<file path="src/rtl/mem_stage_pkg.sv">
// rtl/mem_stage_pkg.sv - shared state encodings and datapath width for the memory stage
package mem_stage_pkg;

  localparam int DATA_W = 32;

  localparam logic [0:0] IDLE = 1'b0;
  localparam logic [0:0] WAIT = 1'b1;

endpackage

</file>
<file path="src/rtl/mem_access_stage.sv">
// rtl/mem_access_stage.sv - LDUR/STUR memory-access stage with req/ack memory port
// Optional misalignment trap: MEM_ACCESS_ALIGN_CHECK_EN
module mem_access_stage
  import mem_stage_pkg::*;
#(
  parameter int DATA_W = mem_stage_pkg::DATA_W
) (
  input  logic              clk,
  input  logic              reset,
  input  logic              valid_in,
  input  logic [DATA_W-1:0] ALU_Result,
  input  logic [DATA_W-1:0] Write_data,
  input  logic              MemRead,
  input  logic              MemWrite,
  output logic              ready_out,
  output logic              mem_req,
  output logic              mem_we,
  output logic [DATA_W-1:0] mem_addr,
  output logic [DATA_W-1:0] mem_wdata,
  input  logic [DATA_W-1:0] mem_rdata,
  input  logic              mem_ack,
  output logic              wb_valid,
  output logic [DATA_W-1:0] wb_data,
  output logic              align_fault
);

  logic [0:0]        state_q, state_d;
  logic              mem_req_q, mem_req_d;
  logic              mem_we_q, mem_we_d;
  logic [DATA_W-1:0] mem_addr_q, mem_addr_d;
  logic [DATA_W-1:0] mem_wdata_q, mem_wdata_d;
  logic              wb_valid_q, wb_valid_d;
  logic [DATA_W-1:0] wb_data_q, wb_data_d;
  logic              align_fault_q, align_fault_d;
  logic              mem_op;
  logic              misaligned;

  assign mem_op = MemRead | MemWrite;

`ifdef MEM_ACCESS_ALIGN_CHECK_EN
  assign misaligned = (ALU_Result[1:0] != 2'b00);
`else
  assign misaligned = 1'b0;
`endif

  always_comb begin
    state_d       = state_q;
    mem_req_d     = mem_req_q;
    mem_we_d      = mem_we_q;
    mem_addr_d    = mem_addr_q;
    mem_wdata_d   = mem_wdata_q;
    wb_valid_d    = 1'b0;
    wb_data_d     = wb_data_q;
    align_fault_d = 1'b0;
    case (state_q)
      IDLE: begin
        if (valid_in && !mem_op) begin
          wb_data_d  = ALU_Result;
          wb_valid_d = 1'b1;
        end else if (valid_in && misaligned) begin
          align_fault_d = 1'b1;
        end else if (valid_in) begin
          // Read+write together resolves to a store via mem_we.
          mem_addr_d  = ALU_Result;
          mem_wdata_d = Write_data;
          mem_we_d    = MemWrite;
          mem_req_d   = 1'b1;
          state_d     = WAIT;
        end
      end
      default: begin
        if (mem_ack) begin
          mem_req_d = 1'b0;
          state_d   = IDLE;
          if (!mem_we_q) begin
            wb_data_d  = mem_rdata;
            wb_valid_d = 1'b1;
          end
        end
      end
    endcase
  end

  always_ff @(posedge clk) begin
    if (reset) begin
      state_q       <= IDLE;
      mem_req_q     <= 1'b0;
      mem_we_q      <= 1'b0;
      mem_addr_q    <= '0;
      mem_wdata_q   <= '0;
      wb_valid_q    <= 1'b0;
      wb_data_q     <= '0;
      align_fault_q <= 1'b0;
    end else begin
      state_q       <= state_d;
      mem_req_q     <= mem_req_d;
      mem_we_q      <= mem_we_d;
      mem_addr_q    <= mem_addr_d;
      mem_wdata_q   <= mem_wdata_d;
      wb_valid_q    <= wb_valid_d;
      wb_data_q     <= wb_data_d;
      align_fault_q <= align_fault_d;
    end
  end

  assign ready_out   = (state_q == IDLE) && !reset;
  assign mem_req     = mem_req_q;
  assign mem_we      = mem_we_q;
  assign mem_addr    = mem_addr_q;
  assign mem_wdata   = mem_wdata_q;
  assign wb_valid    = wb_valid_q;
  assign wb_data     = wb_data_q;
  assign align_fault = align_fault_q;

endmodule

</file>
<file path="config.mk">
export PLATFORM = sky130hd
export DESIGN_NAME = mem_access_stage
export DESIGN_NICKNAME = d
export VERILOG_FILES = /design/src/rtl/mem_stage_pkg.sv /design/src/rtl/mem_access_stage.sv
export SDC_FILE = /design/constraint.sdc
export NUM_CORES = 1
export LEC_CHECK = 0
export CAP_MARGIN = 30
export CORE_ASPECT_RATIO = 1.75
export CORE_MARGIN = 2
export CORE_UTILIZATION = 44
export CTS_CLUSTER_SIZE = 30
export DETAILED_ROUTE_END_ITERATION = 8
export HOLD_SLACK_MARGIN = 0.15
export PLACE_DENSITY = 0.94
export SLEW_MARGIN = 25
export SYNTH_ARGS = -nofsm -noshare
export SYNTH_HDL_FRONTEND = slang
export SYNTH_SLANG_ARGS = --single-unit
</file>
<file path="constraint.sdc">
create_clock -name clk -period 2.6 [get_ports clk]
set_input_delay 0.52 -clock clk [delete_from_list [all_inputs] [get_ports clk]]
set_output_delay 0.52 -clock clk [all_outputs]
set_load 0.1 [all_outputs]
</file>
==> flow_summary.ini, run 1 <==
[layout]
drive_gt1_share_pct = 26.7
fin_cells = 763
n_antenna_cell = 0
post-route-cell-area_mm2 = 0.00636
layout_commonest_cell = buf_4
syn2layout_area_growth_pct = 49.8
nets = 738
layout_common_cells = 114 x buf_4, 100 x clkdlybuf4s50_1, 99 x dfxtp_1

[place]
dpl.cell_count = 747
pre_cts_ws_ns = 0.363
portBuffers = 201
gp_congestion = 0.862
postPlaceCellArea_mm2 = 0.00604
dpl.hpwl_um = 10000

[power]
pwr_density_cell_mw_per_mm2 = 724
leakagePower_nw = 2.45
peakVddDrop_mv = 0.440

[route]
first_pass_iters = 4
drt_wl_total_um = 14100
vias = 4314
wire_per_inst_um = 18.5
drc_errors = 0
vias_per_cell = 5.65
first_iter_violations = 277
ant_nets = 0

[status]
status = finished, final reports clean

[setup_path]
crit_slowest_cell = clkdlybuf4s50_1
crit_chain = clkdlybuf4s50_1, or2_2, buf_12, nand3_1, a21oi_1
cp_data_required_time_ns = 2.86
path_delay_family = buffers and inverters
worstSetupPathType = primary input to flop
worstPathMaxFanout = 45
path_buf_inv = 2
path_depth = 5
arrival_ns = 2.21
regToRegStartpoint = state_q$_SDFF_PP0_
cp-startpoint = MemWrite
slowest_delay_ns = 0.61
setup.worst_path.start_class = primary input
crit_path_end_kind = flop
reg2regPathDepth = 5

[timing]
worst_pin_slew_ns = 0.649
rsz0062_at_grt = false
slew_viol_final = 0
layout_setup_ws_ns = 0.650
slew-limit-headroom_pct = 56.7
finalCriticalPeriod_ns = 1.95
max_freq_ghz = 0.513
fin_hold_ws_ns = 0.482
period_share_pct = 75.0
tns_ns = 0
hold_violations = 0
fin_worst_skew_ns = 0.00502
finalSetupViolCount = 0

[die]
dieHeight_um = 134
rows = 47
fp.dieArea_mm2 = 0.0105
core_area_mm2 = 0.00941
die_width_um = 78.2
ios = 203
start_util_pct = 45.1

[logic_synthesis]
ys_ff_latch = 100
synth_area_mm2 = 0.00424
syn_inst = 462
syn_area_per_cell_um2 = 9.19
yosysSeqAreaShare_pct = 47.2
ys_warn_count = 0
synth_cell_types = 23
syn-num-nets = 564

[worst_hold_path]
hold_path_depth = 2
hold_path.startpoint = mem_wdata[18]$_SDFFE_PP0P_
hold_class = flop to flop

[grt]
grt_antenna_before_repair = 0
grt_pass1_vias = 4531
grt-ovfl-total = 0
grt_max_degree = 60
grt_pass1_wl_um = 22100
grt_usage_pct = 26.7

[cts]
h-tree-depth = 3
hold_buffers = 0
cts.sinks = 100
cts_resized = 0
cts_buffers = 9
clock_path_buffers = 2
root_buffer = clkbuf_16
clk_latency_ns = 0.34
post-cts-setup-buffers = 0
clk_pin_slew_ns = 0.07
tritoncts = done

[flow_run]
drv_cap = 0
[kinds of logic after synthesis]
family | share of synthesized area, %
DFF | 47.2
muxes | 7.55
other | 0.0884
and+or+nand+nor | 13.6
buffers and inverters | 6.81
AOI/OAI and AO/OA | 24.8
[synthesized netlist by cell type, drive strengths merged]
cell    count  area share, %
or2         2           0.29
nand3      64            7.5
buf        32            4.8
a211oi     32            9.2
inv         1          0.088
dfxtp     100             47
nor2        2           0.24
a21oi      67            7.9
nand2       4           0.35
o21ai      65            7.7
clkbuf     22            1.9
nor2b       2           0.35
nor4b       1           0.56
nor3       32            3.8
mux2i      32            7.5
and3b       1           0.21
conb        1          0.088
nand2b      2           0.29
[tightest hold or removal path, stage by stage (launching register included)]
cell     delay, ns
dfxtp_1       0.31
o21ai_1       0.06
a21oi_1       0.06
[through the flow]
step                      util (%)  power [mW]
after global placement        64.2        3.23
after floorplan                  -        2.84
after global routing          67.6        4.76
after detailed placement      64.2        3.26
after CTS                     67.6        4.63
final                         67.6        4.60
[where the power goes]
part / internal, mW / switching [mW] / total (mW)
Combinational: 0.422 / 1.12 / 1.54
Sequential: 1.64 / 0.0575 / 1.69
Clock: 0.800 / 0.569 / 1.37
[layer usage]
metal  vias up  global-route usage [%]  wire length, um
li1       2033                       -                -
met1      2022                    28.7             5240
met2       210                    47.2             7270
met3        49                    5.45              866
met4         0                    16.6              718
met5         -                       0                0
[layout make-up]
class	count	area, um^2
clock buffer	11	253
inverter	1	3.75
fill	734	3050
tap	122	153
sequential	100	2000
clock inverter	5	60.1
multi-input combinational	307	1970
timing repair buffer	217	1920
[final timing paths]
path / slack, ns / to
setup / recovery: 0.65 / mem_addr[5]$_SDFFE_PP0P_
hold / removal: 0.48 / mem_wdata[18]$_SDFFE_PP0P_
setup reg to reg: 1.01 / wb_data[3]$_SDFFE_PP0P_
hold reg to reg: 0.48 / mem_wdata[18]$_SDFFE_PP0P_
[state kept, by name, indices dropped and copies added (netlist names)]
name	cells
wb_data	32
wb_valid	1
mem_addr	32
mem_wdata	32
mem_req	1
state_q	1
mem_we	1
(Power assumes the default switching activity.)
==> inputs of run 2 (changes only) <==
--- a/config.mk
+++ b/config.mk
@@ -8,11 +8,11 @@
 export CAP_MARGIN = 30
 export CORE_ASPECT_RATIO = 1.75
 export CORE_MARGIN = 2
-export CORE_UTILIZATION = 44
+export CORE_UTILIZATION = 41
 export CTS_CLUSTER_SIZE = 30
 export DETAILED_ROUTE_END_ITERATION = 8
 export HOLD_SLACK_MARGIN = 0.15
-export PLACE_DENSITY = 0.94
+export PLACE_DENSITY = 0.89
 export SLEW_MARGIN = 25
 export SYNTH_ARGS = -nofsm -noshare
 export SYNTH_HDL_FRONTEND = slang
==> constraint.sdc (replaced) <==
create_clock -name clk -period 1.95 [get_ports clk]
set_input_delay 0.39 -clock clk [delete_from_list [all_inputs] [get_ports clk]]
set_output_delay 0.39 -clock clk [all_outputs]
set_load 0.1 [all_outputs]
==> flow_summary.ini, run 2 (same netlist as run 1, synthesis figures left out) <==
[status]
status = finished, final reports clean

[cts]
clk_pin_slew_ns = 0.06
cts_resized = 0
h-tree-depth = 3
clock_path_buffers = 2
post-cts-setup-buffers = 0
cts.sinks = 100
clk_latency_ns = 0.34
hold_buffers = 0
tritoncts = done
root_buffer = clkbuf_16
cts_buffers = 9

[timing]
finalSetupViolCount = 0
worst_pin_slew_ns = 0.554
finalCriticalPeriod_ns = 1.73
period_share_pct = 88.5
max_freq_ghz = 0.579
slew_viol_final = 0
slew-limit-headroom_pct = 63.1
rsz0062_at_grt = false
layout_setup_ws_ns = 0.224
hold_violations = 0
fin_worst_skew_ns = 0.00736

[setup_path]
crit_slowest_cell = dfxtp_2
worstSetupPathType = flop to primary output
worstPathMaxFanout = 13
arrival_ns = 1.34
path_delay_family = buffers and inverters
setup.worst_path.start_class = flop
slowest_delay_ns = 0.44
path_buf_inv = 2
crit_path_end_kind = primary output
crit_chain = buf_4, nor2_2, buf_12
cp_data_required_time_ns = 1.56

[place]
portBuffers = 201
gp_congestion = 0.824
postPlaceCellArea_mm2 = 0.00616
pre_cts_ws_ns = -0.0132
dpl.cell_count = 756
dpl.hpwl_um = 10200

[layout]
utilization_pct = 63.4
drive_gt1_share_pct = 27.1
layout_commonest_cell = buf_4
syn2layout_area_growth_pct = 52.0
post-route-cell-area_mm2 = 0.00645
layout_common_cells = 112 x buf_4, 100 x clkdlybuf4s50_1, 98 x dfxtp_1
n_antenna_cell = 0
nets = 742
fin_cells = 772

[power]
peakVddDrop_mv = 0.551
p_total_mw = 6.09
pwr_density_cell_mw_per_mm2 = 945
leakagePower_nw = 2.48

[grt]
grt_pass1_wl_um = 22100
grt_pass1_vias = 4375
grt_max_degree = 101
grt-ovfl-total = 0
grt_usage_pct = 25.1
grt_antenna_before_repair = 0

[route]
vias = 4341
ant_nets = 0
wire_per_inst_um = 18.2
drt_wl_total_um = 14000
first_iter_violations = 281
vias_per_cell = 5.62
first_pass_iters = 5
drc_errors = 0

[die]
dieHeight_um = 139
fp.dieArea_mm2 = 0.0112
start_util_pct = 41.7
die_width_um = 80.9
ios = 203
rows = 49
core_area_mm2 = 0.0102

[flow_run]
drv_cap = 0

[worst_hold_path]
hold_class = flop to flop
[run 2: cell count changes in the layout (fill, tap and decap cells not counted), sizes merged]
cell      delta
buf          +4
clkbuf       -1
clkinv       -1
clkinvlp     +1
inv          +1
[run 2: power breakdown]
part	total [mW]	internal, mW	leakage (nW)	switching, mW
sequential	2.26	2.18	0.821	0.0796
clock	1.75	0.995	0.139	0.754
combinational	2.08	0.590	1.52	1.49
[run 2: path summary, 6_finish.rpt]
check / start / slack (ns) / to / cells past startpoint
worst min register to register: mem_req$_SDFFE_PP0P_ / 0.45 / mem_req$_SDFFE_PP0P_ / 2
worst min-delay path: mem_req$_SDFFE_PP0P_ / 0.45 / mem_req$_SDFFE_PP0P_ / 2
worst max-delay path: state_q$_SDFF_PP0_ / 0.22 / ready_out / 3
worst max register to register: state_q$_SDFF_PP0_ / 0.51 / wb_data[5]$_SDFFE_PP0P_ / 4
[run 2: through the flow]
stage               setup TNS [ns]  hold WS (ns)
floorplan                  -0.0147         0.523
global placement                 0         0.449
detailed placement         -0.0443         0.449
CTS                              0         0.458
global route                     0         0.475
finish                           0         0.454
[run 2: cell type report]
cell class,instances,area (um^2)
Fill cell,856,3730
Inverter,1,3.75
Timing Repair Buffer,221,2020
Sequential cell,100,2000
Multi-Input combinational cell,307,1970
Clock inverter,6,63.8
Tap cell,127,159
Clock buffer,10,229
[run 2: worst reg2reg max path, delay by kind of cell, from the launching register on]
kind / cells / cell delay (ns)
AO/OA/AOI/OAI: 1 / 0.21
buffers and inverters: 1 / 0.33
flip-flops: 1 / 0.38
AND/OR/NAND/NOR: 2 / 0.44
[run 2: per-layer routing]
metal,share of wire (%),vias to the layer above,track usage [%]
met1,36,2039,28.1
met3,7.3,43,5.40
met5,0,-,0
met2,52,221,43.3
met4,4.5,0,13.0
li1,-,2038,-
==> inputs of run 3 (changes only) <==
--- a/config.mk
+++ b/config.mk
@@ -13,7 +13,6 @@
 export DETAILED_ROUTE_END_ITERATION = 8
 export HOLD_SLACK_MARGIN = 0.15
 export PLACE_DENSITY = 0.89
-export SLEW_MARGIN = 25
 export SYNTH_ARGS = -nofsm -noshare
 export SYNTH_HDL_FRONTEND = slang
 export SYNTH_SLANG_ARGS = --single-unit
==> results of run 3 <==
No change in the layout: final DEF, timing and power equal those of run 2.
